**src/rtl/tap_host_pkg.sv**
```systemverilog
// Shared TAP host definitions: frame widths and host FSM states.
// Used by the host driver and the target-side decoder/encoder.
package tap_host_pkg;

  localparam int TAP_DATA_WIDTH   = 8;
  localparam int TAP_RESULT_WIDTH = 10;

  typedef enum logic [2:0] {
    IDLE    = 3'd0,
    CAPTURE = 3'd1,
    SHIFT   = 3'd2,
    UPDATE  = 3'd3,
    RESPOND = 3'd4
  } tap_host_state_t;

  function automatic int max_int(int a, int b);
    return (a > b) ? a : b;
  endfunction

endpackage

```
**src/rtl/tck_phase_gen.sv**
```systemverilog
// TAP clock generator: tck = clk/2, held low for one clk after reset.
// tck_fall is high while the next clk edge drives tck low.
module tck_phase_gen (
  input  logic clk,
  input  logic reset,
  output logic tck,
  output logic tck_fall
);

  logic run;

  // Start toggling one clk after reset so ready cannot rise on edge 1
  always_ff @(posedge clk or posedge reset) begin
    if (reset) begin
      run <= 1'b0;
      tck <= 1'b0;
    end else begin
      run <= 1'b1;
      if (run) tck <= ~tck;
    end
  end

  assign tck_fall = tck;

endmodule

```
**src/rtl/tap_host_driver.sv**
```systemverilog
// TAP host driver: runs CAPTURE/SHIFT/UPDATE data-register frames
// for write and read commands, returning read results on rsp.
module tap_host_driver
  import tap_host_pkg::*;
#(
  parameter int DATA_WIDTH   = TAP_DATA_WIDTH,
  parameter int RESULT_WIDTH = TAP_RESULT_WIDTH
) (
  input  logic                    clk,
  input  logic                    reset,
  input  logic                    cmd_valid,
  output logic                    cmd_ready,
  input  logic                    cmd_read,
  input  logic [DATA_WIDTH-1:0]   cmd_data,
  output logic                    tck,
  output logic                    tdi,
  input  logic                    tdo,
  output logic                    ir_is_user,
  output logic                    capture_dr,
  output logic                    shift_dr,
  output logic                    update_dr,
  output logic                    rsp_valid,
  output logic [RESULT_WIDTH-1:0] rsp_data
);

  localparam int MAXW = max_int(DATA_WIDTH, RESULT_WIDTH);
  localparam int CW   = (MAXW > 1) ? $clog2(MAXW) : 1;

  localparam logic [CW-1:0] W_LAST = CW'(DATA_WIDTH - 1);
  localparam logic [CW-1:0] R_LAST = CW'(RESULT_WIDTH - 1);

  tap_host_state_t         state;
  logic                    rd_q;
  logic [DATA_WIDTH-1:0]   dsr;
  logic [RESULT_WIDTH-1:0] rsr;
  logic [CW-1:0]           cnt;
  logic                    tck_fall;
  logic                    at_last;

  tck_phase_gen u_phase (
    .clk      (clk),
    .reset    (reset),
    .tck      (tck),
    .tck_fall (tck_fall)
  );

  assign cmd_ready = (state == IDLE) && tck_fall;
  assign at_last   = (cnt == (rd_q ? R_LAST : W_LAST));

  // Frame sequencer; TAP-visible outputs move only on tck-low edges
  always_ff @(posedge clk or posedge reset) begin
    if (reset) begin
      state      <= IDLE;
      rd_q       <= 1'b0;
      dsr        <= '0;
      rsr        <= '0;
      cnt        <= '0;
      tdi        <= 1'b0;
      ir_is_user <= 1'b0;
      capture_dr <= 1'b0;
      shift_dr   <= 1'b0;
      update_dr  <= 1'b0;
      rsp_valid  <= 1'b0;
      rsp_data   <= '0;
    end else begin
      ir_is_user <= 1'b1;
      rsp_valid  <= 1'b0;
      if (state == RESPOND) begin
        rsp_valid <= 1'b1;
        rsp_data  <= rsr;
        state     <= IDLE;
      end else if (tck_fall) begin
        unique case (state)
          IDLE: begin
            if (cmd_valid) begin
              rd_q       <= cmd_read;
              dsr        <= cmd_read ? '0 : cmd_data;
              capture_dr <= 1'b1;
              tdi        <= 1'b0;
              state      <= CAPTURE;
            end
          end
          CAPTURE: begin
            capture_dr <= 1'b0;
            shift_dr   <= 1'b1;
            cnt        <= '0;
            tdi        <= dsr[0];
            dsr        <= dsr >> 1;
            state      <= SHIFT;
          end
          SHIFT: begin
            if (rd_q) rsr <= {tdo, rsr[RESULT_WIDTH-1:1]};
            if (at_last) begin
              shift_dr  <= 1'b0;
              update_dr <= 1'b1;
              tdi       <= 1'b0;
              cnt       <= '0;
              state     <= UPDATE;
            end else begin
              cnt <= cnt + 1'b1;
              tdi <= dsr[0];
              dsr <= dsr >> 1;
            end
          end
          UPDATE: begin
            update_dr <= 1'b0;
            state     <= rd_q ? RESPOND : IDLE;
          end
          default: state <= IDLE;
        endcase
      end
    end
  end

endmodule

```
**config.mk**
```make
export PLATFORM = sky130hd
export DESIGN_NAME = tap_host_driver
export DESIGN_NICKNAME = d
export VERILOG_FILES = /design/src/rtl/tap_host_pkg.sv /design/src/rtl/tck_phase_gen.sv /design/src/rtl/tap_host_driver.sv
export SDC_FILE = /design/constraint.sdc
export NUM_CORES = 1
export LEC_CHECK = 0
export CORE_MARGIN = 1
export CORE_UTILIZATION = 48
export CTS_CLUSTER_SIZE = 8
export DETAILED_ROUTE_END_ITERATION = 16
export PLACE_DENSITY = 0.77
export SYNTH_ARGS = -nofsm -noshare
export SYNTH_HDL_FRONTEND = slang
export SYNTH_SLANG_ARGS = --single-unit
```
**constraint.sdc**
```tcl
create_clock -name clk -period 1.79 [get_ports clk]
set_clock_uncertainty 0.1 [all_clocks]
set_input_delay 0.358 -clock clk [delete_from_list [all_inputs] [get_ports clk]]
set_output_delay 0.358 -clock clk [all_outputs]
set_load 0.05 [all_outputs]
```
**After elaboration in Yosys (flattened, before gate mapping)**

Index checks and enable logic that the tools add are counted.
Widths: inputs -> output; s select.

- Add/sub/neg operators: 1
- Multipliers: 0
- Div/mod/pow operators: 0
- Magnitude comparators: 0
- Equal/unequal tests: 10
- Shifts and indexed selects: 0
- Mux-type cells: 23
- Bitwise gates (word level): 2
- Reduce and logical (&&, ||, !) cells: 16

Operators by type and width:

| kind | count |
|---|---|
| $mux 8 | 3 |
| $pmux 8 s3 | 1 |
| $reduce_and 4->1 | 6 |
| $mux 3 | 5 |
| $pmux 3 s4 | 1 |
| $mux 4 | 2 |
| $pmux 4 s2 | 1 |
| $reduce_bool 2->1 | 4 |
| $eq 3x2->1 const B | 2 |
| $mux 1 | 6 |
| $ne 2x2->1 const B | 3 |
| $pmux 1 s2 | 3 |
| $reduce_and 3->1 | 2 |
| $reduce_and 5->1 | 1 |
| $add 4x1->4 const B | 1 |
| $eq 4x4->1 | 1 |
| $eq 3x1->1 const B | 1 |
| $eq 3x3->1 const B | 1 |
| $logic_not 3->1 | 1 |
| $ne 3x2->1 const B | 1 |
| $ne 3x3->1 const B | 1 |
| $pmux 1 s3 | 1 |
| $reduce_bool 3->1 | 1 |
| $not 1->1 | 2 |
| $logic_and 1x1->1 | 1 |

- Register bits: 43
- Latch bits: 0
- Bits in writable memories: 0
- Memory bits (read-only): 0
- Input bits: 13
- Output and inout port bits: 18
- Word-level logic and storage cells: 65
- Memories kept: 0

**Longest topological paths before layout**

Gate-level depths: netlist of run 1.

- Word-level depth: 6
- Mapped depth: 5
- Depth with buffers taken out: 4

**Modules after synthesis**

From an unflattened synthesis of run 1, not the netlist that was laid out.

- Cells, all modules: 155
- Area total of the unflattened synthesis: 1983.2 µm²

By module, submodules not included:

| module | times used | cells an instance | area an instance (µm²) |
|---|---|---|---|
| tap_host_driver | 1 | 149 | 1909.3 |
| tck_phase_gen | 1 | 6 | 73.8 |

**Worst setup path after synthesis of run 1**

OpenSTA, ideal clock, no wires.

- Path type: register to register
- Start: register u_phase.tck
- End: register rd_q
- Library setup time: 0.120 ns
- Data arrival time: 2.472 ns
- Setup slack: -0.902 ns
- Stages on the path, launching flop included: 5
- Period minus slack after synthesis: 2.692 ns
- Cell sequence: dfrtp_1 nand2b_4 nor3_1 a21boi_0 a31o_2

- Cells in the longest elaborated chain, start to end: 1

RTL lines:

| what | RTL line | text |
|---|---|---|
| start: declaration | tck_phase_gen.sv:6 | `output logic tck,` |
| start signal: assignment | tck_phase_gen.sv:19 | `if (run) tck <= ~tck;` |
| $reduce_and 4->1 (no line) | n/a |  |
| end signal: assignment | tap_host_driver.sv:76 | `rd_q <= cmd_read;` |
| end: declaration | tap_host_driver.sv:33 | `logic rd_q;` |

Every way passes these cells.
A chain may end at the register's enable or synchronous reset.

**Final worst setup path of run 1**

- Start: register cnt[2]
- End: register dsr[6]

- Cells in the longest elaborated chain, start to end: 3

RTL lines:

| what | RTL line | text |
|---|---|---|
| start: declaration | tap_host_driver.sv:36 | `logic [CW-1:0] cnt;` |
| start signal: assignment | tap_host_driver.sv:100 | `cnt <= cnt + 1'b1;` |
| $eq 4x4->1 | tap_host_driver.sv:48 | `assign at_last = (cnt == (rd_q ? R_LAST : W_LAST));` |
| $ne 2x2->1 (no line) | n/a |  |
| $reduce_and 5->1 (no line) | n/a |  |
| end signal: assignment | tap_host_driver.sv:77 | `dsr <= cmd_read ? '0 : cmd_data;` |
| end signal: assignment | tap_host_driver.sv:88 | `dsr <= dsr >> 1;` |
| end signal: assignment | tap_host_driver.sv:102 | `dsr <= dsr >> 1;` |
| end: declaration | tap_host_driver.sv:34 | `logic [DATA_WIDTH-1:0] dsr;` |

Every way passes these cells.

==> Implementation_results.wiki, run 1 <==
{| class="wikitable"
! Metric !! Value
|-
| Number of enable flip-flop cells after synthesis || 0
|-
| Top Ports || 31
|-
| Xor and xnor area share after synthesis || 0.0171
|-
| Total Neg Setup Slack || 0 ns
|-
| Total number of vias || 1439
|-
| Mux share of post-synthesis cell area || 0.172
|-
| Max-Cap Viols || 0
|-
| Number of failing setup endpoints in the final timing report || 0
|-
| Total die area || 0.00438 mm²
|-
| Post-synthesis sequential area ratio || 0.544
|-
| Hold Path Class || input pin to async pin
|-
| Warnings from Yosys || 0
|-
| Grt met2 use || 0.343
|-
| Critical Setup Path Class || register to register
|-
| Top area cells in the synthesized netlist || sky130_fd_sc_hd__dfrtp_1 (54%), sky130_fd_sc_hd__mux2_2 (9.1%), sky130_fd_sc_hd__mux2_4 (5.3%)
|-
| Number of library cell types mapped by synthesis || 47
|-
| Final Non-Filler Cells || 257
|-
| Clock transition at the register clock pins on the worst setup and hold paths after CTS || 0.08 ns
|-
| Instance area after placement || 0.00244 mm²
|-
| Largest buffer count on any clock path || 2
|-
| Sort of element at the end of the critical path || register
|-
| #FFs+latches synth || 43
|-
| Buffers on Ports || 30
|-
| Nature of the critical path startpoint || register
|-
| CTS HTree Levels || 2
|-
| Smallest setup slack after layout || 0.0265 ns
|-
| Post-synthesis share of cell area spent on full adders, half adders and majority gates || 0.00632
|-
| Cell type with the highest aggregate area in the netlist || sky130_fd_sc_hd__dfrtp_1
|-
| Routed wire length || 4170 µm
|-
| Detailed router's first-iteration violation count || 79
|-
| # rows || 22
|-
| Post-layout instance area || 0.00263 mm²
|-
| Root Buffer Master || sky130_fd_sc_hd__clkbuf_8
|-
| Main combinational cell family by area after synthesis || multiplexers
|-
| Routability Congestion || 0.866
|-
| Number of max-slew violations in the final report || 0
|-
| Synthesized area || 0.00198 mm²
|-
| Total count of hold-check failures in the final report || 0
|-
| Simple logic cell fraction of the synthesized area || 0.131
|-
| Initial Utilization || 0.521
|-
| Number of antenna violations at the first check in global routing || 0
|-
| Leftover overflow at the end of global routing || 0
|-
| Inserted Clock Buffers || 5
|-
| Post-synthesis async set-or-reset flop share || 1.00
|-
| Average footprint of a synthesized cell || 12.7 µm²
|-
| Instance count of the mapped netlist || 156
|-
| Global routing usage on met3 || 0.0569
|-
| Power per cell area || 1640 mW/mm²
|-
| Gr busiest metal || met2
|-
| Area of the core || 0.00380 mm²
|-
| Global-route wire length before repair || 6670 µm
|-
| Die width || 66.2 µm
|-
| Placed Cells incl. Taps || 246
|-
| Layout cell share with drive strength beyond 1 || 0.411
|-
| Most used DFF post-synth || sky130_fd_sc_hd__dfrtp_1
|-
| Clock tree from TritonCTS || built
|-
| Clk_lat worst skew || 0.29 ns
|-
| Vias in the first global route || 1433
|-
| Filler Cells Inserted || 279
|-
| Met1 Use GR || 0.267
|-
| Highest clock frequency the design can meet || 567 MHz
|-
| Detailed-route DRC error count || 0
|-
| Share of the clock period used by the worst path || 0.985
|-
| Detail Route Antenna Nets || 0
|-
| Number of clock sinks seen by CTS || 43
|-
| Area fraction in compound gates after synthesis || 0.106
|-
| Leakage power total || 1.25 nW
|-
| Largest net degree at the start of global routing || 36
|-
| First-pass iteration count of the detailed router || 4
|-
| Critical path arrival || 1.85 ns
|-
| Ant. Diodes || 0
|-
| Estimated wirelength of the detail-placed design || 2850 µm
|-
| Vias per cell || 5.60
|-
| Biggest fanout along the worst timing path || 8
|-
| Routed length per placed instance || 16.2 µm
|-
| Nets in the synthesized netlist || 170
|-
| Max VDD drop || 1.06 mV
|-
| Yosys top cell area share || 0.544
|-
| Run status || completed
|-
| Area growth syn-to-layout || 32.8%
|-
| Number of nets in the final layout || 222
|-
| Required time at the endpoint of the critical path || 1.87 ns
|-
| Number of hold buffers added after cts || 0
|-
| Die H || 66.2 µm
|-
| All-Layer GR Usage || 0.206
|-
| Fin crit period || 1.76 ns
|-
| Place WS || -0.146 ns
|}
## synthesized netlist by cell type, drive strengths merged (2+ instances only)
| master | instances |
|---|---|
| nand2b | 8 |
| nor2 | 4 |
| nor3 | 4 |
| nand3 | 9 |
| and4bb | 2 |
| a22o | 2 |
| nor3b | 3 |
| a21oi | 5 |
| inv | 6 |
| o31ai | 2 |
| dfrtp | 43 |
| mux2 | 27 |
| o21ai | 12 |
| nand2 | 6 |
| xor2 | 2 |
| buf | 3 |
## power by group
| part | total, mW | leakage [nW] | internal, mW | switching, mW |
|---|---|---|---|---|
| clock network | 0.791 | 0.0618 | 0.459 | 0.332 |
| registers | 1.46 | 0.565 | 1.22 | 0.243 |
| logic | 2.05 | 0.620 | 0.983 | 1.07 |
## cells in the final DEF (no fill, tap or decap), types with 2 or more instances in the layout
cell	netlist	final
sky130_fd_sc_hd__o21ai_0	10	6
sky130_fd_sc_hd__mux2_2	16	16
sky130_fd_sc_hd__nor2_4	1	3
sky130_fd_sc_hd__mux2_4	7	7
sky130_fd_sc_hd__nand2_1	5	5
sky130_fd_sc_hd__o21ai_1	1	5
sky130_fd_sc_hd__clkdlybuf4s50_1	0	12
sky130_fd_sc_hd__o31ai_1	2	2
sky130_fd_sc_hd__dfrtp_2	0	4
sky130_fd_sc_hd__nand2b_1	7	7
sky130_fd_sc_hd__buf_12	0	4
sky130_fd_sc_hd__clkbuf_8	0	6
sky130_fd_sc_hd__nor3_1	4	3
sky130_fd_sc_hd__nor2_1	2	2
sky130_fd_sc_hd__dfrtp_1	43	39
sky130_fd_sc_hd__a21oi_1	5	5
sky130_fd_sc_hd__mux2_1	4	4
sky130_fd_sc_hd__nor3b_1	2	2
sky130_fd_sc_hd__inv_1	3	3
sky130_fd_sc_hd__a22o_1	2	2
sky130_fd_sc_hd__nand3_1	9	8
sky130_fd_sc_hd__inv_2	3	3
sky130_fd_sc_hd__buf_4	0	31
## metrics by stage
stage | hold slack [ns] | utilization | power, mW
floorplan | 0.352 | - | 2.69
global placement | 0.351 | 0.641 | 3.26
detailed placement | 0.357 | 0.641 | 3.33
CTS | 0.314 | 0.680 | 4.17
global route | 0.342 | 0.692 | 4.53
finish | 0.317 | 0.692 | 4.30
## path summary, 6_finish.rpt
| path | from | to | slack [ns] | depth (start not counted) |
|---|---|---|---|---|
| max | cnt[2] | dsr[6] | 0.03 | 5 |
| min | reset | rsp_data[7] | 0.32 | 3 |
| max reg2reg | cnt[2] | dsr[6] | 0.03 | 5 |
| min reg2reg | u_phase.run | u_phase.tck | 0.36 | 1 |
| max in group asynchronous | reset | state[0] | 1.06 | 3 |
| min in group clk | u_phase.run | u_phase.tck | 0.36 | 1 |
## cells by family after synthesis
group / count (synthesis)
other cells: 1
fa+ha+maj: 1
buf+inv: 9
simple gates: 41
xor+xnor: 3
flops: 43
mux: 28
compound gates: 30
## area by class of cell
| type | count | area [µm²] | area share |
|---|---|---|---|
| Sequential cell | 43 | 1080 | 0.411 |
| Clock inverter | 2 | 38.8 | 0.0148 |
| Inverter | 6 | 22.5 | 0.00857 |
| Clock buffer | 6 | 82.6 | 0.0314 |
| Tap cell | 48 | 60.1 | 0.0228 |
| Timing Repair Buffer | 47 | 433 | 0.165 |
| Multi-Input combinational cell | 105 | 911 | 0.347 |
## state kept, by name, summed over array words and instances (netlist names)
register and cells:
rsp_data 10, capture_dr 1, u_phase.run 1, state 3
u_phase.tck 1, dsr 8, tdi 1, rsp_valid 1
rsr 10, update_dr 1, rd_q 1, shift_dr 1
cnt 4
## per-layer routing
layer	vias up	routed length [µm]
li1	669	-
met1	714	1790
met2	49	2080
met3	7	256
met4	0	46
met5	-	0
## worst max-delay path, stage by stage (launching register included)
cell and delay, ns:
sky130_fd_sc_hd__dfrtp_1 0.43, sky130_fd_sc_hd__and4bb_1 0.27, sky130_fd_sc_hd__o21ai_4 0.29, sky130_fd_sc_hd__o21bai_4 0.12
sky130_fd_sc_hd__buf_12 0.15, sky130_fd_sc_hd__mux2_4 0.29
## timing repair
action | 4_1_cts | 5_1_grt
pin swaps | 1 | 2
endpoints found under the hold margin | 0 | 0
cloned | 0 | 1
setup buffers | 2 | 1
resized for setup | 3 | 9
endpoints found under the setup margin | 2 | 19
Power figures use the tool's default switching activity.
==> run 2, diff against run 1 <==
--- a/config.mk
+++ b/config.mk
@@ -6,10 +6,11 @@
 export NUM_CORES = 1
 export LEC_CHECK = 0
 export CORE_MARGIN = 1
-export CORE_UTILIZATION = 48
+export CORE_UTILIZATION = 57
 export CTS_CLUSTER_SIZE = 8
 export DETAILED_ROUTE_END_ITERATION = 16
-export PLACE_DENSITY = 0.77
+export PLACE_DENSITY = 0.86
+export SLEW_MARGIN = 20
 export SYNTH_ARGS = -nofsm -noshare
 export SYNTH_HDL_FRONTEND = slang
 export SYNTH_SLANG_ARGS = --single-unit
==> constraint.sdc (replaced) <==
create_clock -name clk -period 2.2 [get_ports clk]
set_clock_uncertainty 0.1 [all_clocks]
set_input_delay 0.44 -clock clk [delete_from_list [all_inputs] [get_ports clk]]
set_output_delay 0.44 -clock clk [all_outputs]
set_load 0.05 [all_outputs]
==> run 2 against run 1 <==
Sequential power shrank 19%. Count of clock-buffer cells in the layout is the same. Routed wire length shrank 7.9%. Hold slack gained 0.060 ns. Critical path depth shrank 4. Register-to-register slack gained 0.31 ns. Sequential share of layout area grew 2.9 points. Flip-flop and latch count is the same. First-iteration DRC count grew 23%. Utilization grew 4.1 points. Non-clock buffer count shrank 13. Critical endpoint is now rsp_data[0]. Largest cell class unchanged. Largest power group unchanged.
==> Implementation_results.wiki, run 2 (same netlist as run 1, synthesis figures left out) <==
{| class="wikitable"
! Metric !! Value
|-
| Area growth syn-to-layout || 23.5%
|-
| Ant. Diodes || 0
|-
| Number of nets in the final layout || 208
|-
| Power per cell area || 1250 mW/mm²
|-
| Number of antenna violations at the first check in global routing || 0
|-
| Routability Congestion || 0.841
|-
| Setup Buffers After CTS || 0
|-
| Leakage power total || 1.12 nW
|-
| Critical Setup Path Class || register to output pin
|-
| Number of failing setup endpoints in the final timing report || 0
|-
| Relative max-transition margin || 0.652
|-
| Detail Route Antenna Nets || 0
|-
| Largest net degree at the start of global routing || 44
|-
| Clock tree from TritonCTS || built
|-
| Clock transition at the register clock pins on the worst setup and hold paths after CTS || 0.12 ns
|-
| Total die area || 0.00371 mm²
|-
| Routed wire length || 3840 µm
|-
| Detailed-route DRC error count || 0
|-
| Area used by multi-input combinational logic || 865 µm²
|-
| Nature of the critical path startpoint || register
|-
| Leftover overflow at the end of global routing || 0
|-
| All-Layer GR Usage || 0.241
|-
| Register cell area after layout || 0.00108 mm²
|-
| Critical path arrival || 1.56 ns
|-
| Sort of element at the end of the critical path || output pin
|-
| Top cell family by delay on the critical path || buffers and inverters
|-
| Setup repair after global routing missed its margin || no
|-
| Vias per cell || 5.57
|-
| Number of clock sinks seen by CTS || 43
|-
| # resized after CTS || 0
|-
| Buffers on Ports || 30
|-
| Required time at the endpoint of the critical path || 1.66 ns
|-
| First-pass iteration count of the detailed router || 4
|-
| Top Ports || 31
|-
| Total number of vias || 1343
|-
| Cell at the slowest stage of the critical path || sky130_fd_sc_hd__clkdlybuf4s50_1
|-
| Routed length per placed instance || 16.0 µm
|-
| Global-route wire length before repair || 6290 µm
|-
| Max VDD drop || 0.633 mV
|-
| Worst slew pin tran || 0.522 ns
|-
| Total count of hold-check failures in the final report || 0
|-
| Root Buffer Master || sky130_fd_sc_hd__clkbuf_4
|-
| Fin crit period || 2.10 ns
|-
| Place WS || 0.0730 ns
|-
| Total Neg Setup Slack || 0 ns
|-
| Share of the clock period used by the worst path || 0.955
|-
| Number of hold buffers added after cts || 0
|-
| Number of max-slew violations in the final report || 0
|-
| Stage delay of the slowest cell on the critical path || 0.81 ns
|-
| Estimated wirelength of the detail-placed design || 2670 µm
|-
| Run status || completed
|-
| Die H || 60.9 µm
|-
| Biggest fanout along the worst timing path || 2
|-
| Most frequent cells in the layout || sky130_fd_sc_hd__dfrtp_1 (43), sky130_fd_sc_hd__clkdlybuf4s50_1 (28), sky130_fd_sc_hd__mux2_2 (16), sky130_fd_sc_hd__o21ai_0 (10), sky130_fd_sc_hd__nand3_1 (9)
|-
| Detailed router's first-iteration violation count || 97
|-
| Max-Cap Viols || 0
|-
| Die width || 60.9 µm
|-
| Highest clock frequency the design can meet || 476 MHz
|-
| Filler Cells Inserted || 246
|-
| Largest buffer count on any clock path || 2
|-
| Critical path cell sequence || clkdlybuf4s50_1
|-
| Layout cell share with drive strength beyond 1 || 0.262
|-
| Clk_lat worst skew || 0.35 ns
|-
| Commonest non-fill, non-tap cell in the layout || sky130_fd_sc_hd__dfrtp_1
|-
| Initial Utilization || 0.593
|-
| Hold Path Class || register to register
|-
| Largest regs || rsp_data: 10 flops, rsr: 10 flops, dsr: 8 flops
|-
| CTS HTree Levels || 2
|-
| Area of the core || 0.00334 mm²
|-
| Smallest setup slack after layout || 0.0980 ns
|-
| # rows || 21
|-
| Inserted Clock Buffers || 5
|-
| Vias in the first global route || 1338
|-
| Buffers and inverters on the worst path || 1
|}
## run 2: layer usage
metal | track usage | routed length (µm)
met3 | 0.0682 | 214
met5 | 0 | 0
met2 | 0.347 | 1820
met1 | 0.336 | 1720
met4 | 0.123 | 96
## run 2: cell type report
class                           count  area share
Clock buffer                        6      0.0210
Sequential cell                    43       0.440
Clock inverter                      2      0.0143
Timing Repair Buffer               34       0.138
Inverter                            6     0.00921
Multi-Input combinational cell    104       0.354
Tap cell                           46      0.0235
## run 2: final timing paths
kind,start,to,slack (ns),depth (start not counted)
min in group asynchronous,reset,dsr[7],0.40,3
min reg2reg,u_phase.run,u_phase.tck,0.38,1
min,u_phase.run,u_phase.tck,0.38,1
max reg2reg,state[0],cnt[2],0.34,4
max in group asynchronous,reset,rsp_data[5],1.24,3
max,rsp_data[0],rsp_data[0],0.1,1
## run 2: per-stage QoR
step | hold WS (ns) | cell area [µm²] | std cells | utilization | power (mW)
floorplan | 0.352 | 1980 | 156 | - | 2.17
global placement | 0.352 | 2360 | 233 | 0.707 | 2.47
detailed placement | 0.363 | 2360 | 233 | 0.707 | 2.54
CTS | 0.386 | 2440 | 241 | 0.733 | 3.07
global route | 0.419 | 2440 | 241 | 0.733 | 3.24
finish | 0.377 | 2440 | 241 | 0.733 | 3.06
## run 2: where the power goes
part	internal, mW	total (mW)	switching, mW
combinational	0.599	1.35	0.756
clock	0.269	0.522	0.254
sequential	0.983	1.18	0.200
total	1.85	3.06	1.21
